$ cat config.mk
export PLATFORM = sky130hd
export DESIGN_NAME = pll_mgmt_responder_flat
export DESIGN_NICKNAME = d
export VERILOG_FILES = /design/src/rtl/pll_mgmt_if.sv /design/src/rtl/pll_mgmt_responder.sv /design/src/flat_wrapper.sv
export SDC_FILE = /design/constraint.sdc
export NUM_CORES = 1
export LEC_CHECK = 0
export BUFFER_PORTS_ARGS = -buffer_cell sky130_fd_sc_hd__buf_2
export CORE_MARGIN = 4
export CORE_UTILIZATION = 45
export CTS_BUF_LIST = sky130_fd_sc_hd__clkbuf_4
export DETAILED_ROUTE_END_ITERATION = 10
export PLACE_DENSITY_LB_ADDON = 0.3
export SLEW_MARGIN = 20
export SYNTH_ARGS = -nofsm -noshare
export SYNTH_HDL_FRONTEND = slang
export SYNTH_SLANG_ARGS = --single-unit
$ cat constraint.sdc
create_clock -name CLK_50M -period 4.7 [get_ports CLK_50M]
set_clock_uncertainty 0.05 [all_clocks]
set_input_delay 0.94 -clock CLK_50M [delete_from_list [all_inputs] [get_ports CLK_50M]]
set_output_delay 0.94 -clock CLK_50M [all_outputs]
set_load 0.02 [all_outputs]
$ cat src/rtl/pll_mgmt_if.sv
// PLL management bus (Avalon-MM style) between a reconfiguration master
// and the responder.
//   address     6-bit word address
//   write/read  single-cycle request pulses from the master
//   writedata   32-bit write data
//   readdata    32-bit registered read data
//   readvalid   one-cycle pulse, readdata valid in that cycle
//   waitrequest high = responder ignores requests this cycle
interface pll_mgmt_if;
    logic [5:0]  address;
    logic        write;
    logic        read;
    logic [31:0] writedata;
    logic [31:0] readdata;
    logic        readvalid;
    logic        waitrequest;

    modport master (
        output address, write, read, writedata,
        input  readdata, readvalid, waitrequest
    );

    modport slave (
        input  address, write, read, writedata,
        output readdata, readvalid, waitrequest
    );
endinterface

$ cat src/rtl/pll_mgmt_responder.sv
// Responder side of the PLL reconfiguration management bus. Holds the
// requested settings in shadow registers and, on a start write, runs an
// apply/relock sequence that publishes them on cfg_* with a cfg_valid
// strobe while emulating loss and recovery of PLL lock.
//
// Ports
//   CLK_50M, RESET   clock, synchronous active-high reset
//   mgmt             management bus, slave side
//   locked           emulated PLL lock
//   cfg_valid        one-cycle strobe, cfg_* stable until the next strobe
//   cfg_n/m/c0       18-bit counter words
//   cfg_k            32-bit fractional K word
//   cfg_bw, cfg_cp   bandwidth and charge-pump settings
//   err_drop         sticky, a request arrived while waitrequest was high
//
// state      | meaning
// -----------+-----------------------------------------------------------
// ST_IDLE    | locked, requests accepted
// ST_WSETTLE | waitrequest high after a register write
// ST_APPLY   | busy applying new settings, locked low
// ST_RELOCK  | settings published, waiting for lock, requests accepted
module pll_mgmt_responder #(
    parameter int WR_WAIT      = 2,
    parameter int APPLY_CYCLES = 16,
    parameter int LOCK_CYCLES  = 64
) (
    input  logic        CLK_50M,
    input  logic        RESET,
    pll_mgmt_if.slave   mgmt,
    output logic        locked,
    output logic        cfg_valid,
    output logic [17:0] cfg_n,
    output logic [17:0] cfg_m,
    output logic [17:0] cfg_c0,
    output logic [31:0] cfg_k,
    output logic [3:0]  cfg_bw,
    output logic [2:0]  cfg_cp,
    output logic        err_drop
);

    localparam int SEQ_MAX = (APPLY_CYCLES > LOCK_CYCLES) ? APPLY_CYCLES : LOCK_CYCLES;
    localparam int WW      = (WR_WAIT > 0) ? $clog2(WR_WAIT + 1) : 1;
    localparam int SW      = (SEQ_MAX > 0) ? $clog2(SEQ_MAX + 1) : 1;

    localparam logic [WW-1:0] WAIT_LOAD  = WW'(WR_WAIT);
    localparam logic [SW-1:0] APPLY_LOAD = SW'(APPLY_CYCLES);
    localparam logic [SW-1:0] LOCK_LOAD  = SW'(LOCK_CYCLES);

    localparam logic [5:0] A_MODE   = 6'd0;
    localparam logic [5:0] A_STATUS = 6'd1;
    localparam logic [5:0] A_START  = 6'd2;
    localparam logic [5:0] A_N      = 6'd3;
    localparam logic [5:0] A_M      = 6'd4;
    localparam logic [5:0] A_C      = 6'd5;
    localparam logic [5:0] A_K      = 6'd7;
    localparam logic [5:0] A_BW     = 6'd8;
    localparam logic [5:0] A_CP     = 6'd9;

    typedef enum logic [1:0] {
        ST_IDLE,
        ST_WSETTLE,
        ST_APPLY,
        ST_RELOCK
    } state_t;

    state_t      state_q, state_nx;
    logic [WW-1:0] wcnt_q, wcnt_nx;
    logic [SW-1:0] seq_cnt_q, seq_cnt_nx;
    logic        locked_nx;
    logic        waitreq_nx;
    logic        go_apply;
    logic        finish_apply;

    // shadow registers
    logic        mode_q;
    logic [17:0] n_q;
    logic [17:0] m_q;
    logic [17:0] c0_q;
    logic [31:0] k_q;
    logic [3:0]  bw_q;
    logic [2:0]  cp_q;

    logic        wr_acc;
    logic        rd_acc;
    logic        start_wr;
    logic        shadow_wr;
    logic        mode_nx;
    logic        busy;
    logic [31:0] rd_val;

    // A write wins over a simultaneous read; the read is silently dropped.
    assign wr_acc    = mgmt.write & ~mgmt.waitrequest;
    assign rd_acc    = mgmt.read & ~mgmt.write & ~mgmt.waitrequest;
    assign start_wr  = wr_acc & (mgmt.address == A_START);
    assign shadow_wr = wr_acc & ~start_wr;
    assign busy      = (state_q == ST_APPLY);
    assign mode_nx   = (shadow_wr && mgmt.address == A_MODE) ? mgmt.writedata[0] : mode_q;

    always_ff @(posedge CLK_50M) begin
        if (RESET) begin
            mode_q <= 1'b0;
            n_q    <= 18'h10000;
            m_q    <= '0;
            c0_q   <= '0;
            k_q    <= 32'd1;
            bw_q   <= 4'd7;
            cp_q   <= 3'd1;
        end else if (shadow_wr) begin
            case (mgmt.address)
                A_MODE: mode_q <= mgmt.writedata[0];
                A_N:    n_q    <= mgmt.writedata[17:0];
                A_M:    m_q    <= mgmt.writedata[17:0];
                // only counter select 0 maps to C0; other selects are discarded
                A_C:    if (mgmt.writedata[22:18] == 5'd0) c0_q <= mgmt.writedata[17:0];
                A_K:    k_q    <= mgmt.writedata;
                A_BW:   bw_q   <= mgmt.writedata[3:0];
                A_CP:   cp_q   <= mgmt.writedata[2:0];
                default: ;
            endcase
        end
    end

    always_comb begin
        rd_val = '0;
        case (mgmt.address)
            A_MODE:   rd_val[0]    = mode_q;
            A_STATUS: rd_val[0]    = busy;
            A_N:      rd_val[17:0] = n_q;
            A_M:      rd_val[17:0] = m_q;
            A_C:      rd_val[17:0] = c0_q;
            A_K:      rd_val       = k_q;
            A_BW:     rd_val[3:0]  = bw_q;
            A_CP:     rd_val[2:0]  = cp_q;
            default: ;
        endcase
    end

    always_comb begin
        state_nx     = state_q;
        seq_cnt_nx   = seq_cnt_q;
        locked_nx    = locked;
        go_apply     = 1'b0;
        finish_apply = 1'b0;
        wcnt_nx      = (wcnt_q != '0) ? wcnt_q - WW'(1) : '0;

        // Writes accepted while polling during APPLY do not stall the bus.
        if (shadow_wr && state_q != ST_APPLY) begin
            wcnt_nx = WAIT_LOAD;
        end

        case (state_q)
            ST_IDLE: begin
                if (start_wr) begin
                    go_apply = 1'b1;
                end else if (wcnt_nx != '0) begin
                    state_nx = ST_WSETTLE;
                end
            end
            ST_WSETTLE: begin
                if (wcnt_nx == '0) begin
                    state_nx = ST_IDLE;
                end
            end
            ST_APPLY: begin
                // a start write accepted in polling mode is ignored here
                if (seq_cnt_q <= SW'(1)) begin
                    finish_apply = 1'b1;
                end else begin
                    seq_cnt_nx = seq_cnt_q - SW'(1);
                end
            end
            ST_RELOCK: begin
                if (start_wr) begin
                    go_apply = 1'b1;
                end else if (seq_cnt_q <= SW'(1)) begin
                    locked_nx = 1'b1;
                    state_nx  = (wcnt_nx != '0) ? ST_WSETTLE : ST_IDLE;
                end else begin
                    seq_cnt_nx = seq_cnt_q - SW'(1);
                end
            end
            default: state_nx = ST_IDLE;
        endcase

        // A zero-length phase collapses into the following one.
        if (go_apply) begin
            locked_nx = 1'b0;
            if (APPLY_CYCLES == 0) begin
                finish_apply = 1'b1;
            end else begin
                state_nx   = ST_APPLY;
                seq_cnt_nx = APPLY_LOAD;
            end
        end

        if (finish_apply) begin
            if (LOCK_CYCLES == 0) begin
                locked_nx = 1'b1;
                state_nx  = (wcnt_nx != '0) ? ST_WSETTLE : ST_IDLE;
            end else begin
                locked_nx  = 1'b0;
                state_nx   = ST_RELOCK;
                seq_cnt_nx = LOCK_LOAD;
            end
        end

        waitreq_nx = (wcnt_nx != '0) || (state_nx == ST_APPLY && !mode_nx);
    end

    always_ff @(posedge CLK_50M) begin
        if (RESET) begin
            state_q          <= ST_IDLE;
            wcnt_q           <= '0;
            seq_cnt_q        <= '0;
            locked           <= 1'b1;
            mgmt.waitrequest <= 1'b0;
            mgmt.readvalid   <= 1'b0;
            mgmt.readdata    <= '0;
            err_drop         <= 1'b0;
            cfg_valid        <= 1'b0;
            cfg_n            <= '0;
            cfg_m            <= '0;
            cfg_c0           <= '0;
            cfg_k            <= '0;
            cfg_bw           <= '0;
            cfg_cp           <= '0;
        end else begin
            state_q          <= state_nx;
            wcnt_q           <= wcnt_nx;
            seq_cnt_q        <= seq_cnt_nx;
            locked           <= locked_nx;
            mgmt.waitrequest <= waitreq_nx;
            mgmt.readvalid   <= rd_acc;
            if (rd_acc) begin
                mgmt.readdata <= rd_val;
            end
            if ((mgmt.write || mgmt.read) && mgmt.waitrequest) begin
                err_drop <= 1'b1;
            end
            cfg_valid <= finish_apply;
            if (finish_apply) begin
                cfg_n  <= n_q;
                cfg_m  <= m_q;
                cfg_c0 <= c0_q;
                cfg_k  <= k_q;
                cfg_bw <= bw_q;
                cfg_cp <= cp_q;
            end
        end
    end

endmodule

$ cat src/flat_wrapper.sv
// flat-port wrapper written by rule: the top's interface ports become plain ports
module pll_mgmt_responder_flat 
#(
    parameter int WR_WAIT      = 2,
    parameter int APPLY_CYCLES = 16,
    parameter int LOCK_CYCLES  = 64
)
  (CLK_50M, RESET, locked, cfg_valid, cfg_n, cfg_m, cfg_c0, cfg_k, cfg_bw, cfg_cp, err_drop, mgmt_address, mgmt_write, mgmt_read, mgmt_writedata, mgmt_readdata, mgmt_readvalid, mgmt_waitrequest);
  pll_mgmt_if mgmt_i ();
  input  logic CLK_50M;
  input  logic RESET;
  output logic locked;
  output logic cfg_valid;
  output logic [17:0] cfg_n;
  output logic [17:0] cfg_m;
  output logic [17:0] cfg_c0;
  output logic [31:0] cfg_k;
  output logic [3:0] cfg_bw;
  output logic [2:0] cfg_cp;
  output logic err_drop;
  input wire logic [$bits(mgmt_i.address)-1:0] mgmt_address;
  input wire logic [$bits(mgmt_i.write)-1:0] mgmt_write;
  input wire logic [$bits(mgmt_i.read)-1:0] mgmt_read;
  input wire logic [$bits(mgmt_i.writedata)-1:0] mgmt_writedata;
  output wire logic [$bits(mgmt_i.readdata)-1:0] mgmt_readdata;
  output wire logic [$bits(mgmt_i.readvalid)-1:0] mgmt_readvalid;
  output wire logic [$bits(mgmt_i.waitrequest)-1:0] mgmt_waitrequest;
  assign mgmt_i.address = mgmt_address;
  assign mgmt_i.write = mgmt_write;
  assign mgmt_i.read = mgmt_read;
  assign mgmt_i.writedata = mgmt_writedata;
  assign mgmt_readdata = mgmt_i.readdata;
  assign mgmt_readvalid = mgmt_i.readvalid;
  assign mgmt_waitrequest = mgmt_i.waitrequest;
  pll_mgmt_responder #(.WR_WAIT(WR_WAIT), .APPLY_CYCLES(APPLY_CYCLES), .LOCK_CYCLES(LOCK_CYCLES)) u_core (.CLK_50M(CLK_50M), .RESET(RESET), .mgmt(mgmt_i), .locked(locked), .cfg_valid(cfg_valid), .cfg_n(cfg_n), .cfg_m(cfg_m), .cfg_c0(cfg_c0), .cfg_k(cfg_k), .cfg_bw(cfg_bw), .cfg_cp(cfg_cp), .err_drop(err_drop));
endmodule
## Yosys cells after proc, flatten, opt, wreduce, memory -nomap -nowiden

Cells that the tools add are included.

- Register bits after elaboration: 235
- Bits in latches: 0
- RAM bits: 0
- Bits in read-only memories: 0
- Output and inout bits: 130
- Word-level logic and storage cells: 115
- Memories kept: 0

- $add $sub $neg: 2
- $mul: 0
- Div/mod/pow operators: 0
- Magnitude comparators: 1
- Equal/unequal tests: 17
- Shift-type cells: 0
- Mux-type cells: 31
- Bitwise logic cells: 8
- Reduce and logical (&&, ||, !) cells: 32

Operator list:

| cell | number |
|---|---|
| 14-bit case mux with 4 select lines | 1 |
| 7-bit two-way mux | 4 |
| 6-bit by 3-bit equality test with 1-bit output, second input constant | 3 |
| 2-bit two-way mux | 9 |
| 2-bit AND reduction | 9 |
| 14-bit two-way mux | 1 |
| 7-bit case mux with 2 select lines | 1 |
| 6-bit by 2-bit equality test with 1-bit output, second input constant | 2 |
| 6-bit by 4-bit equality test with 1-bit output, second input constant | 2 |
| 2-bit case mux with 6 select lines | 1 |
| 1-bit two-way mux | 11 |
| 3-bit nonzero test | 3 |
| 1-bit case mux with 8 select lines | 1 |
| 7-bit by 1-bit less-or-equal comparator with 1-bit output, second input constant | 1 |
| 7-bit by 1-bit subtractor with 7-bit output, second input constant | 1 |
| 2-bit equality test, second input constant | 3 |
| 6-bit by 1-bit equality test with 1-bit output, second input constant | 1 |
| 6-bit zero test | 1 |
| 2-bit case mux with 3 select lines | 1 |
| 3-bit AND reduction | 2 |
| 2-bit nonzero test | 3 |
| 1-bit bitwise AND | 5 |
| 5-bit zero test | 1 |
| 1-bit case mux with 5 select lines | 1 |
| 14 further kinds | 23 |

## Longest topological paths before layout

- Depth after elaboration: 17
- Gate-level depth with buffers: 10
- Gate-level depth less buffers: 8

## Worst setup path before layout

No wires, ideal clock.

- Path type: input port to flip-flop
- Start point: in mgmt_address[3]
- End point: reg u_core.c0_q[10]
- Setup time: 0.128 ns
- Arrival time: 2.394 ns
- Setup slack: 2.128 ns
- Stages on the path: 8
- Path buffers: 3
- Cell sequence: buf_2 -> or3b_4 -> o31a_1 -> nand4_1 -> buf_6 -> buf_12 -> mux2i_1 -> nor2_1

- Word-level cells in the longest chain between the ends: 5
- Elaborated cells on any way between the ends: 6
- Those cells by class: 2 x eq/ne; 3 x bitwise; 1 x reduce/logical

Ends and longest elaborated chain:

| element | line | text |
|---|---|---|
| start, declared | flat_wrapper.sv:21 | `input wire logic [$bits(mgmt_i.address)-1:0] mgmt_address;` |
| 6-bit by 2-bit equality test with 1-bit output | pll_mgmt_responder.sv:94 | `assign start_wr = wr_acc & (mgmt.address == A_START);` |
| 1-bit bitwise AND | pll_mgmt_responder.sv:94 |  |
| 1-bit NOT | pll_mgmt_responder.sv:95 | `assign shadow_wr = wr_acc & ~start_wr;` |
| 1-bit bitwise AND | pll_mgmt_responder.sv:95 |  |
| 3-bit AND reduction (no line) (*) | - |  |
| end signal, assigned | pll_mgmt_responder.sv:114 | `A_C: if (mgmt.writedata[22:18] == 5'd0) c0_q <= mgmt.writedata[17:0];` |
| end, declared | pll_mgmt_responder.sv:78 | `logic [17:0] c0_q;` |

Every way passes the cells marked *; elsewhere a longest branch is shown, timed or not.
A chain may end at the register's enable or synchronous reset.

## Final worst setup path

- Start point: in mgmt_address[1]
- End point: reg u_core.mgmt.readdata[16]

- Word-level cells in the longest chain between the ends: 2
- Elaborated cells on any way between the ends: 5
- Those cells by class: 4 x eq/ne; 1 x mux

Ends and longest elaborated chain:

| element | line | text |
|---|---|---|
| 6-bit by 3-bit equality test with 1-bit output or 6-bit by 2-bit equality test with 1-bit output (tied branches) | pll_mgmt_responder.sv:125 | `case (mgmt.address)` |
| 14-bit case mux with 4 select lines (*) | pll_mgmt_responder.sv:125 |  |
| end signal, assigned | pll_mgmt_responder.sv:235 | `mgmt.readdata <= rd_val;` |
| end, declared | pll_mgmt_if.sv:25 | `output readdata, readvalid, waitrequest` |

Marks and branches as above.

==> impl_summary.log <==
INFO  metric cp_cell_sequence = buf_2, nor3b_2, and3_1, nor2_1, a21oi_2, o21ai_0, a21oi_1
INFO  metric syn_area_per_cell = approximately 8.1 um^2
INFO  metric cp_slowest_cell = a21oi_2
INFO  metric clock_latency = approximately 0.7 ns
INFO  metric detailedPlace.worstSlack = 1.21 ns
INFO  metric max-vdd-ir-drop = between 0.15 and 0.2 mV
INFO  metric netlist_instances = 1,122
INFO  metric timing.critical_path.arrival = about 3.4 ns
INFO  metric filler_cell_count = about 1,900
INFO  metric fin_tns_setup = 0 ns
INFO  metric status = finished, final reports clean
INFO  metric gr-usage-all-layers = 22.8%
INFO  metric synth_top_cells_by_area = dfxtp_1 (52%), nand2_1 (15%), a21oi_1 (10%)
INFO  metric min_path_type = reg -> reg
INFO  metric synthesis.yosys.warnings = 0
INFO  metric whs = 0.385 ns
INFO  metric post_dp_cell_area = ~10,000 um^2
INFO  metric primary_flip_flop_cell_chosen_by_synthesis_mapping = dfxtp_1
INFO  metric dr.first_iter.drc_count = roughly 700
INFO  metric critPathBufInv = 1
INFO  metric hold_buffers = 0
INFO  metric clk_pin_slew_worst_paths = roughly 0.060 ns
INFO  metric clockRootBuffer = clkbuf_4
INFO  metric synthTopCellsByCount = nand2_1 (354), dfxtp_1 (235), a21oi_1 (183)
INFO  metric antenna_violating_nets_post_route = 0
INFO  metric chipHeight = approximately 150 um
INFO  metric place_hpwl = roughly 17 mm
INFO  metric place.gp.congestion = just under 0.9
INFO  metric die_area = around 23,000 um^2
INFO  metric antenna_found_initial = 2
INFO  metric slowest_delay = ~0.55 ns
INFO  metric share_of_cells_above_drive_strength_1 = between 20 and 25%
INFO  metric synth-edff-count = 0
INFO  metric rsz0062_at_grt = false
INFO  metric synth.ff_latch_count = 235
INFO  metric timing.final.ws_setup = 1.88 ns
INFO  metric crit_required = 5.25 ns
INFO  metric startpoint_type = input port
INFO  metric rows = about 50
INFO  metric max-clock-path-buffers = 3
INFO  metric die_x = about 150 um
INFO  metric viasPerCell = roughly 5.3
INFO  metric first_pass_grt_wire_length = 41.3 mm
INFO  metric mappedNetlistArea = just over 9000 um^2
INFO  metric routed_wirelength = around 26 mm
INFO  metric multi_input_comb_area = approximately 4000 um^2
INFO  metric max_cap_violations = 0
INFO  metric finalWorstPathRequiredPeriod = ~2.8 ns
INFO  metric detail_route.first_pass.iterations = 8
INFO  metric grt_max_degree = about 120
INFO  metric design_area = between 10,000 and 15,000 um^2
INFO  metric cts_setup_buffers = 0
INFO  metric clock_tree_from_tritoncts = yes
INFO  metric finalSetupViolCount = 0
INFO  metric area_growth_synth_to_finish = 18.6%
INFO  metric io_pins = approximately 170
INFO  metric cts.sinks = 235
INFO  metric synth-seq-area-share = roughly 50%
INFO  metric power_leakage = 0.00438 uW
INFO  metric finalNetCount = approximately 1,300
INFO  metric synth_top_area_share = between 50% and 60%
INFO  metric async_flop_share = 0%
INFO  metric synthDominantAreaCellType = dfxtp_1
INFO  metric final-hold-violation-count = 0
INFO  metric cp_max_fo = 23
INFO  metric timing.critical_path.max_delay_family = simple AND/OR/NAND/NOR gates
INFO  metric slew_headroom = between 30% and 40%
INFO  metric max_slew.worst_pin.slew = roughly 1.0 ns
INFO  metric syn_nets = around 1,200
INFO  metric number_of_cells_upsized_or_downsized_after_cts = 0
INFO  metric final-seq-area = approximately 4700 um^2
INFO  metric grt_remaining_overflow = 0
INFO  metric drv_slew = 0
INFO  metric timing.setup.critical_path_class = in -> reg
INFO  metric post-synth-top-count-cell = nand2_1
INFO  metric timing.fmax = around 350 MHz
INFO  metric cts_inserted_buffers = 61
INFO  metric io_buffers = 171
INFO  metric yosys.cell_types.count = 57
INFO  metric first_global_vias = roughly 8,000
INFO  metric ctsHtreeMaxLevel = 2
INFO  metric coreArea = roughly 20,000 um^2
INFO  metric drcViolationCount = 0
INFO  metric detail_route.wl_per_cell = roughly 16 um
INFO  metric timing.critical_path.to_type = flip-flop
INFO  metric initial_utilization = approximately 46%
INFO  metric via_total_after_detailed_routing = 8,403
INFO  metric fin_crit_sh = between 50% and 60%
INFO  metric power.density_cell_area = approximately 360 nW/um^2
## report_power, final
group          total, uW  switching (uW)  leakage, uW  internal, uW
sequential          2010            9.80      0.00189          2000
combinational        177             127      0.00203          50.5
clock               1750             808     0.000459           944
## through the flow
stage | utilization [%] | total power (uW) | cells
after detailed placement | 51.0 | 2230 | 1487
after global placement | 51.0 | 2230 | 1487
after floorplan | - | 2160 | 1122
final | 54.9 | 3940 | 1593
after CTS | 54.9 | 3980 | 1591
after global routing | 54.9 | 4110 | 1593
## cells in the final DEF, fill, tap and decap left out, types with 4 or more instances in the layout
cell type	Yosys	final
buf_2	28	170
clkbuf_4	0	86
nor2b_1	6	6
a21oi_1	183	183
clkinv_1	0	12
nand3_1	22	22
buf_4	1	11
ha_1	6	6
and3_1	7	7
nor3_1	12	11
nor2_1	54	54
mux2i_1	36	36
inv_1	8	8
a22oi_1	27	27
a211oi_1	4	4
o21ai_0	23	23
nand3b_1	7	7
and2_1	6	5
nand2_1	354	354
dfxtp_1	235	235
## state kept, by name, summed over array words and instances, names as in the netlist, 2 cells and up, named ones only
signal,cells
u_core.cfg_k,32
u_core.k_q,32
u_core.mgmt.readdata,32
u_core.c0_q,18
u_core.cfg_c0,18
u_core.cfg_m,18
u_core.cfg_n,18
u_core.m_q,18
u_core.n_q,18
u_core.bw_q,4
u_core.cfg_bw,4
u_core.cfg_cp,3
u_core.cp_q,3
u_core.seq_cnt_q,3
u_core.state_q,2
u_core.wcnt_q,2
## final timing paths
path | start | to | slack [ns] | cells past startpoint
max | mgmt_address[1] | u_core.mgmt.readdata[16]$_SDFFE_PP0P_ | 1.88 | 7
min | u_core.wcnt_q[0]$_SDFF_PP0_ | u_core.wcnt_q[0]$_SDFF_PP0_ | 0.39 | 1
max reg2reg | u_core.seq_cnt_q[0]$_SDFFE_PP0P_ | u_core.cfg_n[2]$_SDFFE_PP0P_ | 2.26 | 6
min reg2reg | u_core.wcnt_q[0]$_SDFF_PP0_ | u_core.wcnt_q[0]$_SDFF_PP0_ | 0.39 | 1
## layer usage
metal,part of all wire (%),track usage (%),vias up
met4,2.9,9.56,0
met2,45,35.3,323
met5,0,0,-
met3,7.7,4.67,67
met1,45,31.0,3875
li1,-,-,4138
## logic make-up (layout without fill, tap and decap cells)
| family | Yosys count | in the layout | synth area share, % |
|---|---|---|---|
| buffers and inverters | 91 | 295 | 4.51 |
| xor gates and xnor gates | 5 | 5 | 0.480 |
| adders and majority gates | 6 | 6 | 0.822 |
| and+or+nand+nor | 486 | 486 | 22.2 |
| DFF | 235 | 235 | 51.5 |
| AOI/OAI and AO/OA | 261 | 261 | 16.3 |
| muxes | 38 | 38 | 4.19 |
| other | 0 | 2 | 0 |
## cell type report
class                           count  share of cell area, %
Sequential cell                   235                   43.4
Multi-Input combinational cell    796                   37.2
Timing Repair Buffer              183                   8.91
Clock buffer                       86                   5.96
Tap cell                          265                   3.06
Clock inverter                     18                   1.14
Inverter                            8                  0.277
Antenna cell                        2                 0.0462
Power figures use the tool's default switching activity.
